## src/rtl/hv_dac_sequencer.sv

```systemverilog
// rtl/hv_dac_sequencer.sv - snapshots 32 HV bias setpoints and shifts them into two 16-ch serial DACs
// Optional macro HV_SKIP_UNCHANGED_EN: skip channels whose setpoint matches the last value sent.
module hv_dac_sequencer #(
  parameter int CLK_DIV = 4
) (
  input  logic             dtc_clk,
  input  logic             rst,
  input  logic [31:0][11:0] hv_dac_data,
  input  logic             hv_update,
  output logic             busy,
  output logic             done,
  output logic             dac_sclk,
  output logic             dac_sdi,
  output logic [1:0]       dac_cs_n
);

  localparam logic [7:0] DIV_LAST = 8'(CLK_DIV - 1);

  typedef enum logic [2:0] {
    S_IDLE,
    S_LOAD,
    S_SCAN,
    S_SHIFT,
    S_GAP,
    S_FINISH
  } state_t;

  state_t      state;
  state_t      state_nxt;

  logic [11:0] snap [32];
  logic [4:0]  ch;
  logic        pending;
  logic [7:0]  div_cnt;
  logic        phase_hi;
  logic [3:0]  bit_cnt;
  logic [15:0] shift_reg;
  logic        div_end;
  logic        last_ch;
  logic        skip_ch;

  assign div_end = (div_cnt == DIV_LAST);
  assign last_ch = (ch == 5'd31);

`ifdef HV_SKIP_UNCHANGED_EN
  logic [11:0] last_sent [32];
  logic [31:0] sent_vld;

  assign skip_ch = sent_vld[ch] && (snap[ch] == last_sent[ch]);

  // A channel only counts as sent once its full frame and GAP have gone out.
  always_ff @(posedge dtc_clk) begin
    if (rst) begin
      sent_vld <= '0;
    end else if (state == S_GAP && div_end) begin
      sent_vld[ch] <= 1'b1;
    end
  end

  always_ff @(posedge dtc_clk) begin
    if (state == S_GAP && div_end) begin
      last_sent[ch] <= snap[ch];
    end
  end
`else
  assign skip_ch = 1'b0;
`endif

  always_ff @(posedge dtc_clk) begin
    if (rst) begin
      state <= S_IDLE;
    end else begin
      state <= state_nxt;
    end
  end

  always_comb begin
    state_nxt = state;
    case (state)
      S_IDLE: begin
        if (hv_update || pending) begin
          state_nxt = S_LOAD;
        end
      end
      S_LOAD: begin
        state_nxt = S_SCAN;
      end
      S_SCAN: begin
        if (skip_ch) begin
          state_nxt = last_ch ? S_FINISH : S_SCAN;
        end else begin
          state_nxt = S_SHIFT;
        end
      end
      S_SHIFT: begin
        if (div_end && phase_hi && (bit_cnt == 4'd0)) begin
          state_nxt = S_GAP;
        end
      end
      S_GAP: begin
        if (div_end) begin
          state_nxt = last_ch ? S_FINISH : S_SCAN;
        end
      end
      S_FINISH: begin
        state_nxt = S_IDLE;
      end
      default: begin
        state_nxt = S_IDLE;
      end
    endcase
  end

  always_ff @(posedge dtc_clk) begin
    if (rst) begin
      ch        <= '0;
      pending   <= 1'b0;
      div_cnt   <= '0;
      phase_hi  <= 1'b0;
      bit_cnt   <= '0;
      shift_reg <= '0;
      for (int i = 0; i < 32; i++) begin
        snap[i] <= '0;
      end
    end else begin
      // One-deep request latch: in IDLE any request is consumed by the move to LOAD.
      if (state == S_IDLE) begin
        pending <= 1'b0;
      end else if (hv_update) begin
        pending <= 1'b1;
      end

      case (state)
        S_LOAD: begin
          for (int i = 0; i < 32; i++) begin
            snap[i] <= hv_dac_data[i];
          end
          ch <= '0;
        end
        S_SCAN: begin
          shift_reg <= {ch[3:0], snap[ch]};
          div_cnt   <= '0;
          phase_hi  <= 1'b0;
          bit_cnt   <= 4'd15;
          if (skip_ch && !last_ch) begin
            ch <= ch + 5'd1;
          end
        end
        S_SHIFT: begin
          if (div_end) begin
            div_cnt <= '0;
            if (!phase_hi) begin
              phase_hi <= 1'b1;
            end else begin
              // Next bit is presented as the low phase begins; SCLK rises mid-bit.
              phase_hi  <= 1'b0;
              shift_reg <= {shift_reg[14:0], 1'b0};
              bit_cnt   <= bit_cnt - 4'd1;
            end
          end else begin
            div_cnt <= div_cnt + 8'd1;
          end
        end
        S_GAP: begin
          if (div_end) begin
            div_cnt <= '0;
            if (!last_ch) begin
              ch <= ch + 5'd1;
            end
          end else begin
            div_cnt <= div_cnt + 8'd1;
          end
        end
        default: begin
        end
      endcase
    end
  end

  assign busy     = (state != S_IDLE);
  assign done     = (state == S_FINISH);
  assign dac_sclk = (state == S_SHIFT) && phase_hi;
  assign dac_sdi  = (state == S_SHIFT) && shift_reg[15];
  assign dac_cs_n = (state != S_SHIFT) ? 2'b11 : (ch[4] ? 2'b01 : 2'b10);

endmodule

```

## config.mk

```make
export PLATFORM = sky130hd
export DESIGN_NAME = hv_dac_sequencer
export DESIGN_NICKNAME = d
export VERILOG_FILES = /design/src/rtl/hv_dac_sequencer.sv
export SDC_FILE = /design/constraint.sdc
export NUM_CORES = 1
export LEC_CHECK = 0
export ABC_AREA = 1
export CAP_MARGIN = 40
export CORE_MARGIN = 2
export CORE_UTILIZATION = 30
export DETAILED_ROUTE_END_ITERATION = 8
export DONT_BUFFER_PORTS = 1
export MAX_ROUTING_LAYER = met4
export PLACE_DENSITY = 0.43
export SYNTH_ARGS = -nofsm -noshare
export SYNTH_HDL_FRONTEND = slang
export SYNTH_SLANG_ARGS = --single-unit
```

## constraint.sdc

```tcl
create_clock -name dtc_clk -period 10.23 [get_ports dtc_clk]
set_input_delay 1.5345 -clock dtc_clk [delete_from_list [all_inputs] [get_ports dtc_clk]]
set_output_delay 1.5345 -clock dtc_clk [all_outputs]
set_load 0.005 [all_outputs]
```

==> flow_summary.json, run 1 <==
{
  "status": "finished, final reports clean",
  "area_delta_synth_final_pct": 11.29,
  "max_freq_mhz": 269.0,
  "max-vdd-ir-drop_v": 0.0001033,
  "core_area_um2": 67280,
  "ys_warn_count": 0,
  "rsz0062_at_grt": "no",
  "drcViolationCount": 0,
  "slew_violations": 0,
  "drt_wl_total_mm": 64.33,
  "hold_viol_final": 0,
  "cts_buffers": 51,
  "cts_buffer_depth": 3,
  "antenna_found_initial": 1,
  "die_x_um": 264.7,
  "gp_routability_congestion": 0.7668,
  "synthSimpleGateAreaFrac": 0.2663,
  "clock_latency_ns": 0.59,
  "cts_root_buffer": "clkbuf_16",
  "clock_skew_ns": 0.01458,
  "avgSynthCellArea_um2": 8.626,
  "die_height_um": 264.7,
  "dieArea_um2": 70070,
  "worstMarginPinSlew_ns": 1.076,
  "setup_tns_ns": 0,
  "dp_hpwl_mm": 43.11,
  "endpoint_kind": "output pin",
  "ys_seq_area_frac": 0.6077,
  "finalNetCount": 2695,
  "viasPerCell": 4.601,
  "clock-sinks": 427,
  "fin_ws_ns": 6.513,
  "grt_pass1_vias": 14870,
  "start_util": 0.3031,
  "crit_required_ns": 8.70,
  "rows": 95,
  "grt_overflow_total": 0,
  "io_buffers": 0,
  "grt_use_total": 0.1856,
  "postCtsHoldBufs": 0,
  "fillCellCount": 7066,
  "grt_pass1_wl_mm": 94.12,
  "firstDrtPassIters": 5,
  "synth_nets": 2756,
  "htree_levels": 2,
  "synth_area_um2": 20390,
  "synthAdderAreaFrac": 0.003068,
  "post_cts_resized": 0,
  "wl_per_cell_um": 20.00,
  "timing.final.crit_share": 0.3633,
  "synth_xor_area_frac": 0.0004295,
  "cts_post_setup_buffers_inserted": 0,
  "worstPathMaxFanout": 14,
  "path_clk_slew_ns": 0.06,
  "drive_gt1_frac": 0.04183,
  "pre_cts_ws_ns": 6.337,
  "largest_reg_flops": 384,
  "cap_viol_max_count": 0,
  "slew_headroom": 0.2828,
  "pin_count": 393,
  "leakage_nw": 10.17,
  "arrival_ns": 2.18,
  "drtIter0Drc": 991,
  "cts_tree": "built",
  "report.final.setup_viol": 0,
  "ys_types": 30,
  "ant_nets": 0,
  "synth_top_family_by_area": "simple AND/OR/NAND/NOR gates",
  "grt_max_degree": 195,
  "synthMuxAreaShare": 0,
  "period_minus_slack_ns": 3.717,
  "synthCells": 2364,
  "dr_total_vias": 14800,
  "critical_path_class": "reg2out",
  "synth-compound-area-share": 0.01442,
  "power.density_nw_per_um2": 235.9,
  "hold_class": "reg2reg",
  "synth_seq_cells": 427,
  "critPathLaunchType": "flip-flop"
}
[cell usage after synthesis]
cell type    n  share of area
a211oi_1     1        0.00037
a21oi_1     32         0.0079
a22oi_1      1        0.00037
a31oi_1      1        0.00031
buf_1        9         0.0017
buf_2       60          0.015
buf_4        3         0.0011
buf_6        1        0.00055
clkbuf_1    59          0.011
dfxtp_1     43          0.042
edfxtp_1   384           0.57
ha_1         5         0.0031
inv_1      426          0.078
inv_2        4        0.00074
nand2_1    546           0.10
nand2_2      4         0.0012
nand3_1    350          0.086
nand3b_1     1        0.00037
nand4_1      3        0.00092
nor2_1     395          0.073
nor2_4       1        0.00055
nor3_1       8         0.0020
nor3_4       1        0.00080
nor3b_1      2        0.00074
o211a_1      1        0.00049
o211ai_1     1        0.00037
o21ai_0     19         0.0047
or2_2        1        0.00031
or3_1        1        0.00031
xor2_1       1        0.00043
[stage by stage]
stage	std cells	area, um^2	power [mW]	hold slack, ns	utilization
after detailed placement	3123	21170	3.733	0.4407	0.3146
final	3217	22690	5.352	0.4529	0.3373
after CTS	3216	22690	5.439	0.4498	0.3373
after global placement	3119	21060	3.705	0.4332	0.3130
after floorplan	2364	20390	3.407	0.4240	-
after global routing	3217	22690	5.669	0.4646	0.3373
[power by group]
part           internal (mW)  leakage, nW  switching [mW]
logic                  0.275         5.04           0.809
clock network          0.961        0.743           0.730
registers               2.44         4.39           0.139
total                   3.67         10.2            1.68
[worst max-delay path, stage by stage (launching register included)]
cell	delay (ns)
dfxtp_1	0.41
inv_2	0.08
nor3_4	0.44
inv_2	0.21
nor2_4	0.45
[per-layer routing]
metal  GRT usage  routed length [um]
met2      0.3228               33080
met4     0.04581                1229
met1      0.2280               27430
met5           -                   0
met3     0.02573                2589
[final timing paths]
path / startpoint / end / slack, ns / cells past startpoint
max: state[0] / dac_sclk / 6.51 / 4
min: shift_reg[12] / shift_reg[12] / 0.45 / 2
max reg2reg: flip-flop / shift_reg[10] / 6.61 / 11
min reg2reg: shift_reg[12] / shift_reg[12] / 0.45 / 2
[cell type report]
type	instances	area [um^2]	area share
sequential	427	12400	0.5465
multi-input combinational	1375	5812	0.2561
inverter	430	1622	0.07146
clock buffer	61	1356	0.05977
tap	873	1092	0.04813
timing repair buffer	18	240.2	0.01059
clock inverter	32	167.7	0.007388
antenna	1	2.502	0.0001103
[placed cells by master (no fill, tap or decap), types with 2 or more instances in the layout]
cell type  netlist  layout
nand2_1        546     545
inv_1          426     424
nor2_1         395     395
edfxtp_1       384     384
nand3_1        350     350
clkbuf_16        0      53
dfxtp_1         43      40
a21oi_1         32      32
clkinv_1         0      22
o21ai_0         19      19
buf_4            3      12
nor3_1           8       8
clkbuf_1        59       8
clkinv_2         0       6
ha_1             5       5
inv_2            4       4
nand2_2          4       4
buf_16           0       4
nand4_1          3       3
nor3b_1          2       2
dfxtp_4          0       2
clkinv_4         0       2
buf_12           0       2
[kinds of logic (layout without fill, tap and decap cells)]
kind of cell    Yosys count  in the layout
flops                   427            427
other cells               0              1
simple gates           1313           1313
buf+inv                 562            541
xor+xnor                  1              1
compound gates           56             56
fa+ha+maj                 5              5
Power figures use the tool's default switching activity.
==> run 2, diff against run 1 <==
- clock period: 10.23 -> 3.4 ns (I/O delays scaled with it)
==> run 2 against run 1 <==
Compared with the run above: clock-buffer cell count is 1 lower; critical path depth stayed put; critical path type unchanged; clock power grew to 3.2 times the previous value; worst setup slack worse by 5.8 ns.
==> flow_summary.json, run 2 (synthesis results as in run 1) <==
{
  "finalNetCount": 2707,
  "use_met1": 0.2362,
  "clockPowerShare": 0.330,
  "status": "finished, final reports clean",
  "grt_max_degree": 182,
  "worstPathMaxFanout": 14,
  "drive_gt1_frac": 0.05049,
  "period_minus_slack_ns": 2.644,
  "post_cts_resized": 0,
  "dp_hpwl_mm": 46.26,
  "rrSetupSlack_ns": 1.02,
  "clock_latency_ns": 0.61,
  "io_buffers": 0,
  "worst-path-buf-inv": 2,
  "power.density_nw_per_um2": 721.5,
  "hold_class": "in2reg",
  "setup_tns_ns": 0,
  "clock-sinks": 427,
  "grt_overflow_total": 0,
  "endpoint": "dac_sclk",
  "start_util": 0.3031,
  "cp.depth": 4,
  "p_switching_mw": 5.158,
  "use_met3": 0.02601,
  "ant_nets": 0,
  "hold_viol_final": 0,
  "cts_root_buffer": "clkbuf_16",
  "startpoint": "state[0]",
  "grt_pass1_wl_mm": 97.46,
  "drtIter0Drc": 1223,
  "combPwrFrac": 0.205,
  "firstDrtPassIters": 5,
  "slew_violations": 0,
  "critical-path-top-delay-family": "simple AND/OR/NAND/NOR gates",
  "leakage_nw": 10.32,
  "endpoint_kind": "output pin",
  "area_delta_synth_final_pct": 12.83,
  "arrival_ns": 2.13,
  "critPathSlowestCell": "nor2_4",
  "timing.final.crit_share": 0.7778,
  "grt_pass1_vias": 15210,
  "dr_total_vias": 15060,
  "max_freq_mhz": 378.2,
  "critical_path_class": "reg2out",
  "cap_viol_max_count": 0,
  "p_sw_frac": 0.3108,
  "cts_buffer_depth": 3,
  "postCtsHoldBufs": 2,
  "wl_per_cell_um": 20.60,
  "htree_levels": 2,
  "rows": 95,
  "final_cell_mix": "nand2_1 (545), inv_1 (424), nor2_1 (395), edfxtp_1 (384), nand3_1 (350)",
  "path_clk_slew_ns": 0.06,
  "pin_count": 393,
  "r2r-start": "div_cnt[0]",
  "viasPerCell": 4.661,
  "largest_reg_flops": 384,
  "critPathLaunchType": "flip-flop",
  "cpPeakStageDelay_ns": 0.45,
  "crit_required_ns": 2.89,
  "cts_tree": "built",
  "dieArea_um2": 70070,
  "clock_skew_ns": 0.03383,
  "drt_wl_total_mm": 66.56,
  "core_area_um2": 67280,
  "busiest_layer": "met2",
  "crit_top_cell": "inv_2",
  "p_int_mw": 11.44,
  "gp_routability_congestion": 0.7828,
  "power.total_mw": 16.60,
  "max-vdd-ir-drop_v": 0.0003457,
  "crit_chain": "inv_2, nor3_4, inv_2, nor2_4",
  "fillCellCount": 7065,
  "slew_headroom": 0.4519,
  "cts_buffers": 51,
  "worstMarginPinSlew_ns": 0.8210,
  "use_met2": 0.3268,
  "report.final.setup_viol": 0,
  "die_x_um": 264.7,
  "reg2regPathDepth": 8,
  "die_height_um": 264.7,
  "drcViolationCount": 0,
  "p_seq_frac": 0.466,
  "grt_use_total": 0.1925,
  "rsz0062_at_grt": "no",
  "r2r-end": "shift_reg[14]",
  "antenna_found_initial": 1,
  "cts_post_setup_buffers_inserted": 0,
  "layout_commonest_cell": "nand2_1"
}
## run 2: through the flow
stage	setup slack [ns]	instances	cell area (um^2)	util	hold WS (ns)
final	0.7556	3231	23010	0.3420	0.04109
after CTS	0.7434	3230	23000	0.3419	0.0007879
after global routing	0.5863	3231	23010	0.3420	0.007807
after floorplan	0.6731	2364	20410	-	0.4240
after detailed placement	1.033	3133	21330	0.3171	0.4464
after global placement	1.035	3132	21300	0.3167	0.4437
## run 2: worst min path at each step
stage,from,to,cells past startpoint
6_report,rst,pending,1
5_1_grt,rst,pending,1
4_1_cts,rst,pending,1
3_5_place_dp,shift_reg[12],shift_reg[12],2
3_3_place_gp,shift_reg[14],shift_reg[14],2
2_1_floorplan,shift_reg[14],shift_reg[14],2
## run 2: routing by layer
layer,wire [um],part of all wire,vias up
met4,2187,0.033,0
met1,28150,0.42,7192
li1,-,-,7331
met5,0,0,-
met2,33340,0.50,446
met3,2882,0.043,91
## run 2: layout make-up
class                   instances  area (um^2)  area share
repair buffers                 30        425.4     0.01849
multi-input cells            1375         5812      0.2526
flip-flops and latches        427        12400      0.5390
inverters                     430         1622     0.07048
diodes                          1        2.502   0.0001088
well taps                     873         1092     0.04748
clock buffers                  60         1310     0.05694
clock inverters                35        342.8     0.01490
## run 2: power groups by stage
stage,clock [mW],combinational (mW),sequential [mW]
after global routing,5.79,3.83,7.85
final,5.47,3.40,7.73
after global placement,0,3.45,7.84
after detailed placement,0,3.46,7.83
after CTS,5.61,3.47,7.74
after floorplan,0,2.31,7.76
